$ cat src/rtl/div_sqrt_mvp_arbiter.sv
// div_sqrt_mvp_arbiter
// Shares one div_sqrt_mvp_wrapper between NumReq requesters. Picks one pending request
// round-robin, issues a one-cycle start pulse with registered operands, tracks the single
// outstanding operation and returns its result to the owner over a valid/ready handshake.
// A flush from the owner kills the unit operation and drains stale unit outputs.
//
// Ports:
//   Clk_CI, Rst_RBI           clock, asynchronous active-low reset
//   Req_*                     per-requester request channel (valid/ready, op, operands, ctl)
//   Flush_SI                  per-requester abort of an owned operation
//   Rsp_*                     per-requester response valid/ready, shared result/flags bus
//   Div_start_SO .. Kill_SO   command side towards the div/sqrt unit
//   Unit_*                    status and result side from the div/sqrt unit
module div_sqrt_mvp_arbiter #(
    parameter int unsigned NumReq      = 4,
    parameter int unsigned DrainCycles = 3,
    // Widths mirror defs_div_sqrt_mvp so the arbiter stays self-contained.
    localparam int unsigned C_OP_FP64  = 64,
    localparam int unsigned C_RM       = 3,
    localparam int unsigned C_PC       = 6,
    localparam int unsigned C_FS       = 2
) (
    input  logic                        Clk_CI,
    input  logic                        Rst_RBI,
    input  logic [NumReq-1:0]           Req_valid_SI,
    output logic [NumReq-1:0]           Req_ready_SO,
    input  logic [NumReq-1:0]           Req_op_SI,
    input  logic [NumReq*C_OP_FP64-1:0] Req_a_DI,
    input  logic [NumReq*C_OP_FP64-1:0] Req_b_DI,
    input  logic [NumReq*C_RM-1:0]      Req_rm_SI,
    input  logic [NumReq*C_PC-1:0]      Req_pc_SI,
    input  logic [NumReq*C_FS-1:0]      Req_fs_SI,
    input  logic [NumReq-1:0]           Flush_SI,
    output logic [NumReq-1:0]           Rsp_valid_SO,
    input  logic [NumReq-1:0]           Rsp_ready_SI,
    output logic [C_OP_FP64-1:0]        Rsp_result_DO,
    output logic [4:0]                  Rsp_fflags_SO,
    output logic                        Div_start_SO,
    output logic                        Sqrt_start_SO,
    output logic [C_OP_FP64-1:0]        Operand_a_DO,
    output logic [C_OP_FP64-1:0]        Operand_b_DO,
    output logic [C_RM-1:0]             RM_SO,
    output logic [C_PC-1:0]             Precision_ctl_SO,
    output logic [C_FS-1:0]             Format_sel_SO,
    output logic                        Kill_SO,
    input  logic                        Unit_ready_SI,
    input  logic                        Unit_done_SI,
    input  logic [C_OP_FP64-1:0]        Unit_result_DI,
    input  logic [4:0]                  Unit_fflags_SI
);

    localparam int unsigned PtrW = $clog2(NumReq);
    localparam int unsigned CntW = $clog2(DrainCycles + 1);

    typedef enum logic [2:0] {StIdle, StIssue, StBusy, StResp, StDrain} state_e;

    state_e                state_d, state_q;
    logic [PtrW-1:0]       ptr_d, ptr_q;
    logic [PtrW-1:0]       owner_d, owner_q;
    logic                  op_d, op_q;
    logic [C_OP_FP64-1:0]  a_d, a_q, b_d, b_q;
    logic [C_RM-1:0]       rm_d, rm_q;
    logic [C_PC-1:0]       pc_d, pc_q;
    logic [C_FS-1:0]       fs_d, fs_q;
    logic [C_OP_FP64-1:0]  result_d, result_q;
    logic [4:0]            fflags_d, fflags_q;
    logic                  kill_d, kill_q;
    logic [CntW-1:0]       cnt_d, cnt_q;

    logic                  gnt_valid;
    logic [PtrW-1:0]       gnt_idx;
    logic                  flush_own;

    // Round-robin search: first valid requester at or after the pointer, wrapping.
    always_comb begin : grant_search
        int unsigned idx;
        idx       = 0;
        gnt_valid = 1'b0;
        gnt_idx   = '0;
        for (int unsigned i = 0; i < NumReq; i++) begin
            idx = 32'(ptr_q) + i;
            if (idx >= NumReq) idx = idx - NumReq;
            if (!gnt_valid && Req_valid_SI[idx]) begin
                gnt_valid = 1'b1;
                gnt_idx   = idx[PtrW-1:0];
            end
        end
    end

    assign flush_own = Flush_SI[owner_q];

    always_comb begin
        state_d       = state_q;
        ptr_d         = ptr_q;
        owner_d       = owner_q;
        op_d          = op_q;
        a_d           = a_q;
        b_d           = b_q;
        rm_d          = rm_q;
        pc_d          = pc_q;
        fs_d          = fs_q;
        result_d      = result_q;
        fflags_d      = fflags_q;
        kill_d        = 1'b0;
        cnt_d         = cnt_q;
        Req_ready_SO  = '0;
        Rsp_valid_SO  = '0;
        Div_start_SO  = 1'b0;
        Sqrt_start_SO = 1'b0;

        unique case (state_q)
            StIdle: begin
                if (gnt_valid && Unit_ready_SI) begin
                    Req_ready_SO[gnt_idx] = 1'b1;
                    owner_d = gnt_idx;
                    op_d    = Req_op_SI[gnt_idx];
                    a_d     = Req_a_DI[gnt_idx*C_OP_FP64 +: C_OP_FP64];
                    b_d     = Req_b_DI[gnt_idx*C_OP_FP64 +: C_OP_FP64];
                    rm_d    = Req_rm_SI[gnt_idx*C_RM +: C_RM];
                    pc_d    = Req_pc_SI[gnt_idx*C_PC +: C_PC];
                    fs_d    = Req_fs_SI[gnt_idx*C_FS +: C_FS];
                    ptr_d   = (gnt_idx == PtrW'(NumReq - 1)) ? '0 : gnt_idx + 1'b1;
                    state_d = StIssue;
                end
            end
            StIssue: begin
                if (flush_own) begin
                    // Start suppressed; kill anyway in case the unit sampled anything.
                    kill_d  = 1'b1;
                    cnt_d   = CntW'(DrainCycles);
                    state_d = StDrain;
                end else begin
                    Div_start_SO  = ~op_q;
                    Sqrt_start_SO = op_q;
                    state_d       = StBusy;
                end
            end
            StBusy: begin
                // Flush wins over a coincident done: that result is discarded.
                if (flush_own) begin
                    kill_d  = 1'b1;
                    cnt_d   = CntW'(DrainCycles);
                    state_d = StDrain;
                end else if (Unit_done_SI) begin
                    result_d = Unit_result_DI;
                    fflags_d = Unit_fflags_SI;
                    state_d  = StResp;
                end
            end
            StResp: begin
                if (flush_own) begin
                    state_d = StIdle;
                end else begin
                    Rsp_valid_SO[owner_q] = 1'b1;
                    if (Rsp_ready_SI[owner_q]) state_d = StIdle;
                end
            end
            StDrain: begin
                // Stale Unit_done_SI from the killed operation is ignored here.
                if (cnt_q <= CntW'(1)) begin
                    cnt_d   = '0;
                    state_d = StIdle;
                end else begin
                    cnt_d = cnt_q - 1'b1;
                end
            end
            default: state_d = StIdle;
        endcase
    end

    always_ff @(posedge Clk_CI or negedge Rst_RBI) begin
        if (!Rst_RBI) begin
            state_q  <= StIdle;
            ptr_q    <= '0;
            owner_q  <= '0;
            op_q     <= 1'b0;
            a_q      <= '0;
            b_q      <= '0;
            rm_q     <= '0;
            pc_q     <= '0;
            fs_q     <= '0;
            result_q <= '0;
            fflags_q <= '0;
            kill_q   <= 1'b0;
            cnt_q    <= '0;
        end else begin
            state_q  <= state_d;
            ptr_q    <= ptr_d;
            owner_q  <= owner_d;
            op_q     <= op_d;
            a_q      <= a_d;
            b_q      <= b_d;
            rm_q     <= rm_d;
            pc_q     <= pc_d;
            fs_q     <= fs_d;
            result_q <= result_d;
            fflags_q <= fflags_d;
            kill_q   <= kill_d;
            cnt_q    <= cnt_d;
        end
    end

    assign Operand_a_DO     = a_q;
    assign Operand_b_DO     = b_q;
    assign RM_SO            = rm_q;
    assign Precision_ctl_SO = pc_q;
    assign Format_sel_SO    = fs_q;
    assign Kill_SO          = kill_q;
    assign Rsp_result_DO    = result_q;
    assign Rsp_fflags_SO    = fflags_q;

endmodule
$ cat config.mk
export PLATFORM = sky130hd
export DESIGN_NAME = div_sqrt_mvp_arbiter
export DESIGN_NICKNAME = d
export VERILOG_FILES = /design/src/rtl/div_sqrt_mvp_arbiter.sv
export SDC_FILE = /design/constraint.sdc
export NUM_CORES = 1
export LEC_CHECK = 0
export ABC_AREA = 0
export BUFFER_PORTS_ARGS = -buffer_cell sky130_fd_sc_hd__buf_2
export CAP_MARGIN = 20
export CELL_PAD_IN_SITES_DETAIL_PLACEMENT = 0
export CELL_PAD_IN_SITES_GLOBAL_PLACEMENT = 1
export CORE_AREA = 2 2 339 341
export CTS_CLUSTER_DIAMETER = 100
export DETAILED_ROUTE_END_ITERATION = 7
export DIE_AREA = 0 0 341 343
export GPL_TIMING_DRIVEN = 0
export PLACE_DENSITY = 0.48
export SLEW_MARGIN = 10
export SYNTH_ARGS = -nofsm -noshare
export SYNTH_HDL_FRONTEND = slang
export SYNTH_SLANG_ARGS = --single-unit
$ cat constraint.sdc
create_clock -name Clk_CI -period 5.95 [get_ports Clk_CI]
set_input_delay 0.2975 -clock Clk_CI [delete_from_list [all_inputs] [get_ports Clk_CI]]
set_output_delay 0.2975 -clock Clk_CI [all_outputs]
set_load 0.02 [all_outputs]
==> results of run 1 <==
## placed cells by master (no fill, tap or decap), drive strengths merged, types with 2 or more instances in the layout
cell	n
nand4	141
nor3	2
o21a	2
buf	904
nand2	151
dlygate4sd3	90
clkinv	6
diode	9
ha	2
a21oi	6
nand2b	4
nor3b	4
mux4	2
o211ai	141
inv	8
dfrtp	219
and2	3
nor4b	2
clkbuf	192
nor2	10
or2	2
a211o	140
mux2	69
o21ai	6
mux2i	140
o31ai	140
bufinv	4
## how the worst min path moves through the flow
stage | to | slack (ps) | start | cells past startpoint
final | Precision_ctl_SO[5]$_DFFE_PN0P_ | 60 | Req_pc_SI[5] | 3
after global routing | Rsp_result_DO[25]$_DFFE_PN0P_ | 20 | Unit_result_DI[25] | 2
after CTS | Operand_a_DO[33]$_DFFE_PN0P_ | 0.8 | Req_a_DI[33] | 3
after detailed placement | Operand_b_DO[26]$_DFFE_PN0P_ | 90 | Rst_RBI | 1
after global placement | Rsp_result_DO[53]$_DFFE_PN0P_ | 470 | Rsp_result_DO[53]$_DFFE_PN0P_ | 1
after floorplan | Format_sel_SO[0]$_DFFE_PN0P_ | 2 | Rst_RBI | 0
## repair_timing
item                       4_1_cts  5_1_grt
hold buffers                    90        0
setup endpoints to repair        0        0
hold endpoints to repair       168        0
## state kept, by name, summed over array words and instances (netlist names)
| signal | cells |
|---|---|
| Format_sel_SO | 2 |
| Kill_SO | 1 |
| Operand_a_DO | 64 |
| Operand_b_DO | 64 |
| Precision_ctl_SO | 6 |
| RM_SO | 3 |
| Rsp_fflags_SO | 5 |
| Rsp_result_DO | 64 |
| cnt_q | 2 |
| op_q | 1 |
| owner_q | 2 |
| ptr_q | 2 |
| state_q | 3 |
## area by class of cell
type	count	area (sq um)	area share (%)
antenna	9	22.5	0.102
buffer	181	734	3.33
clock buffer	46	978	4.44
clock inverter	13	195	0.885
inverter	5	18.8	0.0851
multi-input combinational	978	7360	33.4
sequential	219	5480	24.9
tap	1512	1890	8.58
timing repair buffer	959	5380	24.4
## worst min-delay path, delay by kind of cell
| kind | cells | cell delay, ps |
|---|---|---|
| AOI/OAI and AO/OA | 1 | 140 |
| muxes | 1 | 60 |
| buffers and inverters | 1 | 70 |
## through the flow
stage	power (uW)	hold WS (ps)	worst slack, ps
2_1_floorplan	5750	1.91	3610
3_3_place_gp	8250	466	-425
3_5_place_dp	8280	86.7	1310
4_1_cts	10600	0.822	1050
5_1_grt	11100	15.7	1080
6_report	10400	55.1	1370
## power by group
group	internal, uW	total, uW	leakage (uW)	switching [uW]
registers	2210	2600	0.00272	396
clock network	1330	2180	0.000577	843
logic	1880	5610	0.00698	3730
total	5420	10400	0.0103	4970
## cell families (layout without fill, tap and decap cells)
logic type               count (synthesis)  after routing
buffers and inverters                  186           1204
AND/OR/NAND/NOR                        324            324
AO/OA/AOI/OAI                          441            441
multiplexers                           211            211
other                                    0              9
flip-flops                             219            219
adder cells (fa/ha/maj)                  2              2
## cell usage after synthesis, types with 2 or more instances
| cell | count |
|---|---|
| a21oi_1 | 6 |
| nand2_1 | 151 |
| o21a_1 | 2 |
| a211o_1 | 140 |
| or2_2 | 2 |
| nand4_1 | 141 |
| inv_1 | 4 |
| and2_1 | 3 |
| mux2_1 | 10 |
| ha_1 | 2 |
| o21ai_0 | 5 |
| buf_2 | 27 |
| o211ai_1 | 141 |
| nor2_1 | 10 |
| mux2_2 | 59 |
| mux4_2 | 2 |
| clkbuf_1 | 146 |
| mux2i_1 | 140 |
| nand2b_1 | 4 |
| o31ai_1 | 140 |
| nor3b_1 | 4 |
| dfrtp_1 | 219 |
| buf_1 | 6 |
## routing by layer
layer | share of wire, % | up-vias | wire length [um] | track usage (%)
met4 | 1.9 | 14 | 1880 | 3.58
met2 | 50 | 718 | 48700 | 28.3
met5 | 0.078 | - | 75 | 0
li1 | - | 7441 | - | -
met1 | 41 | 7728 | 39600 | 19.1
met3 | 6.7 | 110 | 6460 | 3.78
==> metrics.yaml, run 1 <==
vdd_ir_drop_max_mv: 0.163
path_clk_slew_ps: 60
hpwl_um: 78900
core_area_sq_um: 113000
firstDrtPassIters: 5
yosysTopAreaCell: "dfrtp_1"
crit_family: "buffers and inverters"
nFillCells: 12810
synth_top_family_by_area: "compound AO/OA/AOI/OAI gates"
rrSetupSlack_ps: 1570
drv_slew: 0
die_w_um: 341
async_flop_share_pct: 100
r2r-end: "Operand_b_DO[9]$_DFFE_PN0P_"
antenna_found_initial: 35
tightestPinTransition_ps: 1070
crit_path_end_kind: "output port"
synth.distinct_cells: 42
synth_compound_area_share_pct: 25.4
cap_violations: 0
drc: 0
vias: 16011
synthAdderAreaFrac_pct: 0.184
cp.depth: 9
ys_seq_elements: 219
clk_latency_ps: 550
antenna_left: 0
reg2reg_depth: 8
synth-edff-count: 0
drt-total-wl_um: 96700
placed_area_sq_um: 20000
drive_above_1_share_pct: 42.7
dpl.cell_count: 3764
final_cells: 3922
setup_violations: 0
cts_tree: "yes"
syn-num-nets: 2030
cp.required_ps: 5650
io_buffers: 863
post_drt_wl_per_cell_um: 24.7
fmax_mhz: 218
synth_area_sq_um: 13600
htree_levels: 2
rows: 124
synth_xor_area_share_pct: 0
drtIter0Drc: 827
ys_seq_area_share_pct: 40.4
crit_top_cell: "buf_2"
ys.flop_type: "dfrtp_1"
post-route-period-util_pct: 76.9
worstPathCellList: "nand2b_1, a21oi_1, nor3_2, inv_2, buf_2, buf_2, ha_1, and2_1, buf_2"
cp_max_fo: 11
die_h_um: 343
synth.area.mux_share_pct: 16.4
gr-usage-all-layers_pct: 15.8
post_cts_buffers: 0
numCtsBuffers: 35
rsz0062_at_grt: "false"
dieArea_sq_um: 117000
status: "completed"
hold_viol_final: 0
cp_slowest_cell: "a21oi_1"
critical_path_class: "register to output port"
timing.rr.start: "ptr_q[1]$_DFFE_PN0P_"
critPathLaunchType: "register"
initial_core_util_pct: 12.0
nets: 3026
cts_resized: 0
syn_inst: 1383
clockBufferDepth: 3
root_buffer: "clkbuf_16"
max_stage_delay_ps: 740
slew_headroom_pct: 28.5
finalInstanceArea_sq_um: 22100
path_buf_inv: 4
finalSetupTns_ps: 0
final_core_util_pct: 19.4
pin_count: 864
worst_clock_skew_ps: 12.2
hold_class: "primary input to register"
power_density_nw_per_um2: 471
p_leak_uw: 0.0103
grt_start_max_net_pins: 87
crit_end: "Req_ready_SO[2]"
syn_avg_cell_area_sq_um: 9.82
grt_pass1_vias: 16539
yosysTopAreaCellShare_pct: 40.4
synth_area_leaders: "dfrtp_1 (40%), mux2i_1 (10%), a211o_1 (9.0%), o211ai_1 (7.8%), o31ai_1 (7.7%)"
via_per_inst: 4.08
worstSetupStartpoint: "ptr_q[1]$_DFFE_PN0P_"
period_minus_slack_ps: 4580
worst_ep_arrival_time_ps: 4280
gr-total-overflow: 0
grt_pass1_wl_um: 130000
routabilityCongestion: 0.800
synthSimpleGateAreaFrac_pct: 12.2
area_growth_pct: 62.4
cts.sinks: 219
synth.yosys.warnings: 0
(Power assumes the default switching activity.)
==> inputs of run 2 (changes only) <==
ABC_AREA = 1   (was 0)
PLACE_DENSITY = 0.54   (was 0.48)
clock period = 4.1 ns   (was 5.95 ns; I/O delays follow)
==> metrics.yaml, run 2 <==
syn-num-nets: 2944  # +45%
grt_start_max_net_pins: 95  # +9.2%
multi_input_area_sq_um: 6820  # -7.3%
firstDrtPassIters: 5  # unchanged
drc: 0  # unchanged
final_common_cell: "buf_2"
cp.depth: 14  # +5
routabilityCongestion: 0.838  # +4.7%
worst_clock_skew_ps: 41.1  # +28.9 ps
numCtsBuffers: 35  # unchanged
area_growth_pct: 71.7
grt_pass1_vias: 19356  # +17%
synthMostInstantiatedCell: "nand2_1"
syn_inst: 2297  # +66%
hpwl_um: 74200  # -5.9%
cp_slowest_cell: "dlygate4sd3_1"
placed_area_sq_um: 21300  # +6.5%
path_buf_inv: 6  # +2
path_clk_slew_ps: 60  # about the same
yosysTopAreaCellShare_pct: 36.6  # -3.7 points
root_buffer: "clkbuf_16"
die_w_um: 341  # unchanged
critical_path_class: "register to register"
nets: 4168  # +38%
drtIter0Drc: 903  # +9.2%
gr-total-overflow: 0  # unchanged
core_area_sq_um: 113000  # unchanged
synth_area_sq_um: 15000  # +10%
ys_seq_elements: 219  # unchanged
p_leak_uw: 0.0147  # +43%
power_density_nw_per_um2: 905  # +92%
crit_family: "buffers and inverters"
cp_max_fo: 10  # -1
clockBufferDepth: 3  # unchanged
timing.rr.start: "ptr_q[0]$_DFFE_PN0P_"
hold_viol_final: 0  # unchanged
max_stage_delay_ps: 560  # -180 ps
setup_violations: 0  # unchanged
worst_ep_arrival_time_ps: 4290  # about the same
status: "completed"
reg2reg_depth: 14  # +6
rrSetupSlack_ps: 320  # -1250 ps
cp.required_ps: 4610  # -1040 ps
clk_latency_ps: 590  # +40 ps
die_h_um: 343  # unchanged
cap_violations: 0  # unchanged
crit_path_end_kind: "register"
holdWs_ps: 40.5  # -14.6 ps
finalSetupTns_ps: 0  # unchanged
htree_levels: 2  # unchanged
crit_top_cell: "nand3_1"
syn_avg_cell_area_sq_um: 6.51  # -34%
drive_above_1_share_pct: 32.2  # -10 points
ys_seq_area_share_pct: 36.6  # -3.7 points
async_flop_share_pct: 100  # unchanged
cts_tree: "yes"
finalInstanceArea_sq_um: 25700  # +16%
critPathLaunchType: "register"
period_minus_slack_ps: 3780
synth_common_cells: "nand2_1 (742), inv_1 (506), nand3_1 (496)"
initial_core_util_pct: 13.2  # +1.2 points
synth.yosys.warnings: 0  # unchanged
drt-total-wl_um: 92900  # -3.9%
vias: 19166  # +20%
dieArea_sq_um: 117000  # unchanged
seq_area_sq_um: 5480  # unchanged
vdd_ir_drop_max_mv: 0.351  # +120%
synth-edff-count: 0  # unchanged
worstPathCellList: "buf_4, nand2_1, nand2_2, o21ai_1, nand3b_1, nand3_1, buf_4, nor2_4, buf_6, buf_6, nand3_1, dlygate4sd3_1, nand3_1, dlygate4sd3_1"
fin_total_pwr_uw: 23200  # +120%
tightestPinTransition_ps: 970  # -102 ps
synth.distinct_cells: 30  # -29%
synth_area_leaders: "dfrtp_1 (37%), nand2_1 (19%), nand3_1 (17%), inv_1 (13%), mux2_2 (5.2%)"
gr-usage-all-layers_pct: 15.1  # -0.71 points
cts.sinks: 219  # unchanged
antenna_found_initial: 29  # -17%
r2r-end: "Precision_ctl_SO[2]$_DFFE_PN0P_"
post-route-period-util_pct: 92.3
yosysTopAreaCell: "dfrtp_1"
hold_class: "primary input to register"
antenna_left: 0  # unchanged
drv_slew: 0  # unchanged
via_per_inst: 3.78  # -7.4%
slew_headroom_pct: 35.3  # +6.8 points
grt_pass1_wl_um: 129000  # -1.0%
layout_common_cells: "buf_2 (944), nand2_1 (741), inv_1 (506), nand3_1 (496), dlygate4sd3_1 (319)"
nFillCells: 13108  # +2.3%
final_core_util_pct: 22.6  # +3.2 points
ys.flop_type: "dfrtp_1"
rows: 124  # unchanged
pin_count: 864  # unchanged
crit_end: "Precision_ctl_SO[2]$_DFFE_PN0P_"
worstSetupStartpoint: "ptr_q[0]$_DFFE_PN0P_"
post_drt_wl_per_cell_um: 18.3  # -26%
fmax_mhz: 264
io_buffers: 863  # unchanged
-- run 2: changes by cell type after synthesis, moves of 12 or more --
cell and delta:
inv_1 +502, nand4_1 -138, nand3_1 +495, o211ai_1 -141
or2_2 +24, buf_6 +12, clkbuf_1 -128, mux2i_1 -140
a211o_1 -140, nand2_1 +591, or2_0 +48, o31ai_1 -140
buf_2 +58
-- run 2: final cells by class --
| type | instances | area share (%) |
|---|---|---|
| plain buffers | 136 | 2.96 |
| multi-input cells | 1432 | 26.6 |
| clock buffers | 44 | 3.66 |
| repair buffers | 1187 | 29.6 |
| inverters | 510 | 7.45 |
| well taps | 1512 | 7.37 |
| diodes | 14 | 0.136 |
| flip-flops and latches | 219 | 21.3 |
| clock inverters | 16 | 0.896 |
-- run 2: metrics by stage --
step           setup WS (ps)  std cells
6_report                 316       5070
5_1_grt                -2.85       5068
4_1_cts                 40.9       5055
3_5_place_dp             788       4676
3_3_place_gp           -2170       4672
2_1_floorplan           1910       2297
-- run 2: worst min path at each step --
stage	start	to	slack, ps	depth (start not counted)
finish	Req_a_DI[40]	Operand_a_DO[40]$_DFFE_PN0P_	40	7
global route	Req_fs_SI[1]	Format_sel_SO[1]$_DFFE_PN0P_	30	5
CTS	Req_b_DI[52]	Operand_b_DO[52]$_DFFE_PN0P_	0.03	7
detailed placement	Rst_RBI	RM_SO[0]$_DFFE_PN0P_	170	1
global placement	Unit_result_DI[0]	Rsp_result_DO[0]$_DFFE_PN0P_	440	2
floorplan	Rst_RBI	Format_sel_SO[0]$_DFFE_PN0P_	-90	0
-- run 2: repair_timing --
action | CTS | global route
hold buffers | 319 | 0
hold endpoints to repair | 213 | 0
buffers inserted | 0 | 1
resized for setup | 0 | 13
endpoints found under the setup margin | 0 | 52
-- run 2: worst min-delay path, stage by stage --
cell     delay (ps)
buf_2            80
inv_1            30
nand2_1          50
nand3_1          60
nand2_1          70
nand2_1          50
nand2_1          50
-- run 2: where the power goes --
part           switching, uW  leakage (uW)  internal, uW  total, uW
logic                  10500        0.0114          5780      16200
clock network           1270      0.000574          1890       3170
registers                581       0.00271          3250       3830
total                  12300        0.0147         10900      23200
-- run 2: cell families (layout without fill, tap and decap cells) --
kind of cell             Yosys count  count (layout)  share of synthesized area [%]
AND/OR/NAND/NOR                 1347            1347                           39.6
buffers and inverters            646            1893                           17.8
flip-flops                       219             219                           36.6
multiplexers                      69              69                           5.20
AO/OA/AOI/OAI                     14              14                          0.544
adder cells (fa/ha/maj)            2               2                          0.167
other                              0              14                              0
-- run 2: layer usage --
layer / vias up / global-route usage (%) / routed length [um]
met1: 9074 / 19.1 / 40300
met5: - / 0 / 88
li1: 9383 / - / -
met2: 575 / 25.8 / 45100
met3: 120 / 3.25 / 5220
met4: 14 / 4.40 / 2240
==> inputs of run 3 (changes only) <==
MAX_ROUTING_LAYER = met4   (was not set)
==> metrics.yaml, run 3 (synthesized netlist as in run 2, its figures left out) <==
status: "completed"
root_buffer: "clkbuf_16"
finalInstanceArea_sq_um: 25700  # about the same
vdd_ir_drop_max_mv: 0.353  # +0.40%
antenna_found_initial: 29  # unchanged
r2r-end: "Precision_ctl_SO[3]$_DFFE_PN0P_"
hold_viol_final: 0  # unchanged
drt-total-wl_um: 92800  # -0.14%
internal_power_uw: 10900  # about the same
core_area_sq_um: 113000  # unchanged
setup_violations: 0  # unchanged
worst_clock_skew_ps: 39.8  # -1.36 ps
post_drt_wl_per_cell_um: 18.3  # -0.30%
rows: 124  # unchanged
tightestPinTransition_ps: 971  # +1.27 ps
worstPathCellList: "buf_4, nand2_1, nand2_2, nand2_1, nand2_1, nor2_4, nand3_1, nand2_2, buf_2, buf_2, nand3_1, nand3_1, dlygate4sd3_1, nand2_1, dlygate4sd3_1, nand2_1, nand2_1"
crit_end: "Precision_ctl_SO[3]$_DFFE_PN0P_"
p_leak_uw: 0.0147  # unchanged
critical_path_class: "register to register"
firstDrtPassIters: 5  # unchanged
critPathLaunchType: "register"
holdWs_ps: 39.5  # -0.990 ps
area_growth_pct: 71.9  # about the same
max_stage_delay_ps: 550  # about the same
cp_max_fo: 10  # unchanged
dieArea_sq_um: 117000  # unchanged
dpl.cell_count: 4676  # unchanged
worstSetupStartpoint: "ptr_q[0]$_DFFE_PN0P_"
worst_ep_arrival_time_ps: 4260  # -30 ps
p_sw_uw: 12300  # +0.12%
cp.required_ps: 4590  # -20 ps
gr-usage-all-layers_pct: 15.6  # +0.44 points
die_h_um: 343  # unchanged
cts_tree: "yes"
crit_family: "buffers and inverters"
final_common_cell: "buf_2"
numCtsBuffers: 35  # unchanged
drtIter0Drc: 904  # +0.11%
fmax_mhz: 265  # +0.31%
sw_frac_of_total_pct: 53.0  # about the same
grt_pass1_vias: 19383  # +0.14%
rrSetupSlack_ps: 330  # about the same
layout_common_cells: "buf_2 (944), nand2_1 (741), inv_1 (506), nand3_1 (496), dlygate4sd3_1 (319)"
drive_above_1_share_pct: 32.2  # unchanged
power_density_nw_per_um2: 905  # about the same
io_buffers: 863  # unchanged
hold-path-cell-count: 7  # unchanged
slew_headroom_pct: 35.2  # -0.085 points
fin_total_pwr_uw: 23300  # about the same
antenna_left: 0  # unchanged
crit_path_end_kind: "register"
path_clk_slew_ps: 60  # about the same
period_minus_slack_ps: 3770  # -11.7 ps
grt_start_max_net_pins: 95  # unchanged
via_per_inst: 3.77  # -0.37%
initial_core_util_pct: 13.2  # unchanged
crit_top_cell: "nand2_1"
cts.sinks: 219  # unchanged
final_cells: 5078  # +0.16%
hpwl_um: 74200  # unchanged
cp_slowest_cell: "dlygate4sd3_1"
cp.depth: 17  # +3
hold_class: "primary input to register"
drv_slew: 0  # unchanged
reg2reg_depth: 17  # +3
clk_latency_ps: 590  # about the same
vias: 19126  # -0.21%
placed_area_sq_um: 21300  # unchanged
gr-total-overflow: 0  # unchanged
combinationalPowerShare_pct: 69.9  # about the same
p_clk_share_pct: 13.6  # about the same
post-route-period-util_pct: 92.0  # -0.28 points
pin_count: 864  # unchanged
seq_power_share_pct: 16.5  # about the same
clockBufferDepth: 3  # unchanged
timing.rr.start: "ptr_q[0]$_DFFE_PN0P_"
grt_pass1_wl_um: 129000  # about the same
nets: 4168  # unchanged
die_w_um: 341  # unchanged
routabilityCongestion: 0.851  # +1.6%
htree_levels: 2  # unchanged
drc: 0  # unchanged
cap_violations: 0  # unchanged
path_buf_inv: 5  # -1
run 3: cell count changes in the layout (fill, tap and decap cells not counted), sizes merged:
cell	change
diode	+8
run 3: area by class of cell:
cell class                      instances  area (sq um)
Clock inverter                         16           230
Inverter                              510          1910
Tap cell                             1512          1890
Multi-Input combinational cell       1432          6820
Fill cell                           13111         87700
Buffer                                136           761
Sequential cell                       219          5480
Antenna cell                           22          55.1
Timing Repair Buffer                 1187          7610
Clock buffer                           44           940
run 3: tightest hold or removal path, cell delays in order:
cell and delay, ps:
buf_2 80, inv_1 30, nand2_1 50, nand3_1 60, nand2_1 70, nand2_1 50, nand2_1 50
run 3: worst min path at each step:
stage	startpoint	endpoint	slack, ps
2_1_floorplan	Rst_RBI	Format_sel_SO[0]$_DFFE_PN0P_	-90
3_3_place_gp	Unit_result_DI[0]	Rsp_result_DO[0]$_DFFE_PN0P_	440
3_5_place_dp	Rst_RBI	RM_SO[0]$_DFFE_PN0P_	170
4_1_cts	Req_b_DI[52]	Operand_b_DO[52]$_DFFE_PN0P_	0.03
5_1_grt	Req_fs_SI[1]	Format_sel_SO[1]$_DFFE_PN0P_	30
6_report	Req_a_DI[40]	Operand_a_DO[40]$_DFFE_PN0P_	40
run 3: layer usage:
layer / up-vias / track usage [%] / part of all wire (%)
met5: - / - / 0
met4: 0 / 4.34 / 2.2
met3: 103 / 3.20 / 5.5
met2: 572 / 25.9 / 49
met1: 9060 / 19.0 / 43
li1: 9391 / - / -
run 3: timing repair:
action / 4_1_cts / 5_1_grt
hold endpoints to repair: 213 / 0
resized for setup: 0 / 13
buffers inserted: 0 / 1
hold buffers: 319 / 0
setup endpoints to repair: 0 / 52
run 3: stage by stage:
step                setup TNS, ps  setup WS, ps  util, %
finish                          0           328     22.7
global route                -5.69         -2.85     22.7
CTS                             0          40.9     22.6
detailed placement              0           788     18.7
global placement          -455720         -2170     18.7
floorplan                       0          1910        -
run 3: power by group through the flow:
stage / clock [uW] / combinational (uW) / sequential, uW
after floorplan: 0 / 7460 / 5010
after global placement: 0 / 14800 / 3830
after detailed placement: 0 / 14800 / 3840
after CTS: 3290 / 16500 / 3830
after global routing: 3380 / 18000 / 3960
final: 3170 / 16300 / 3840
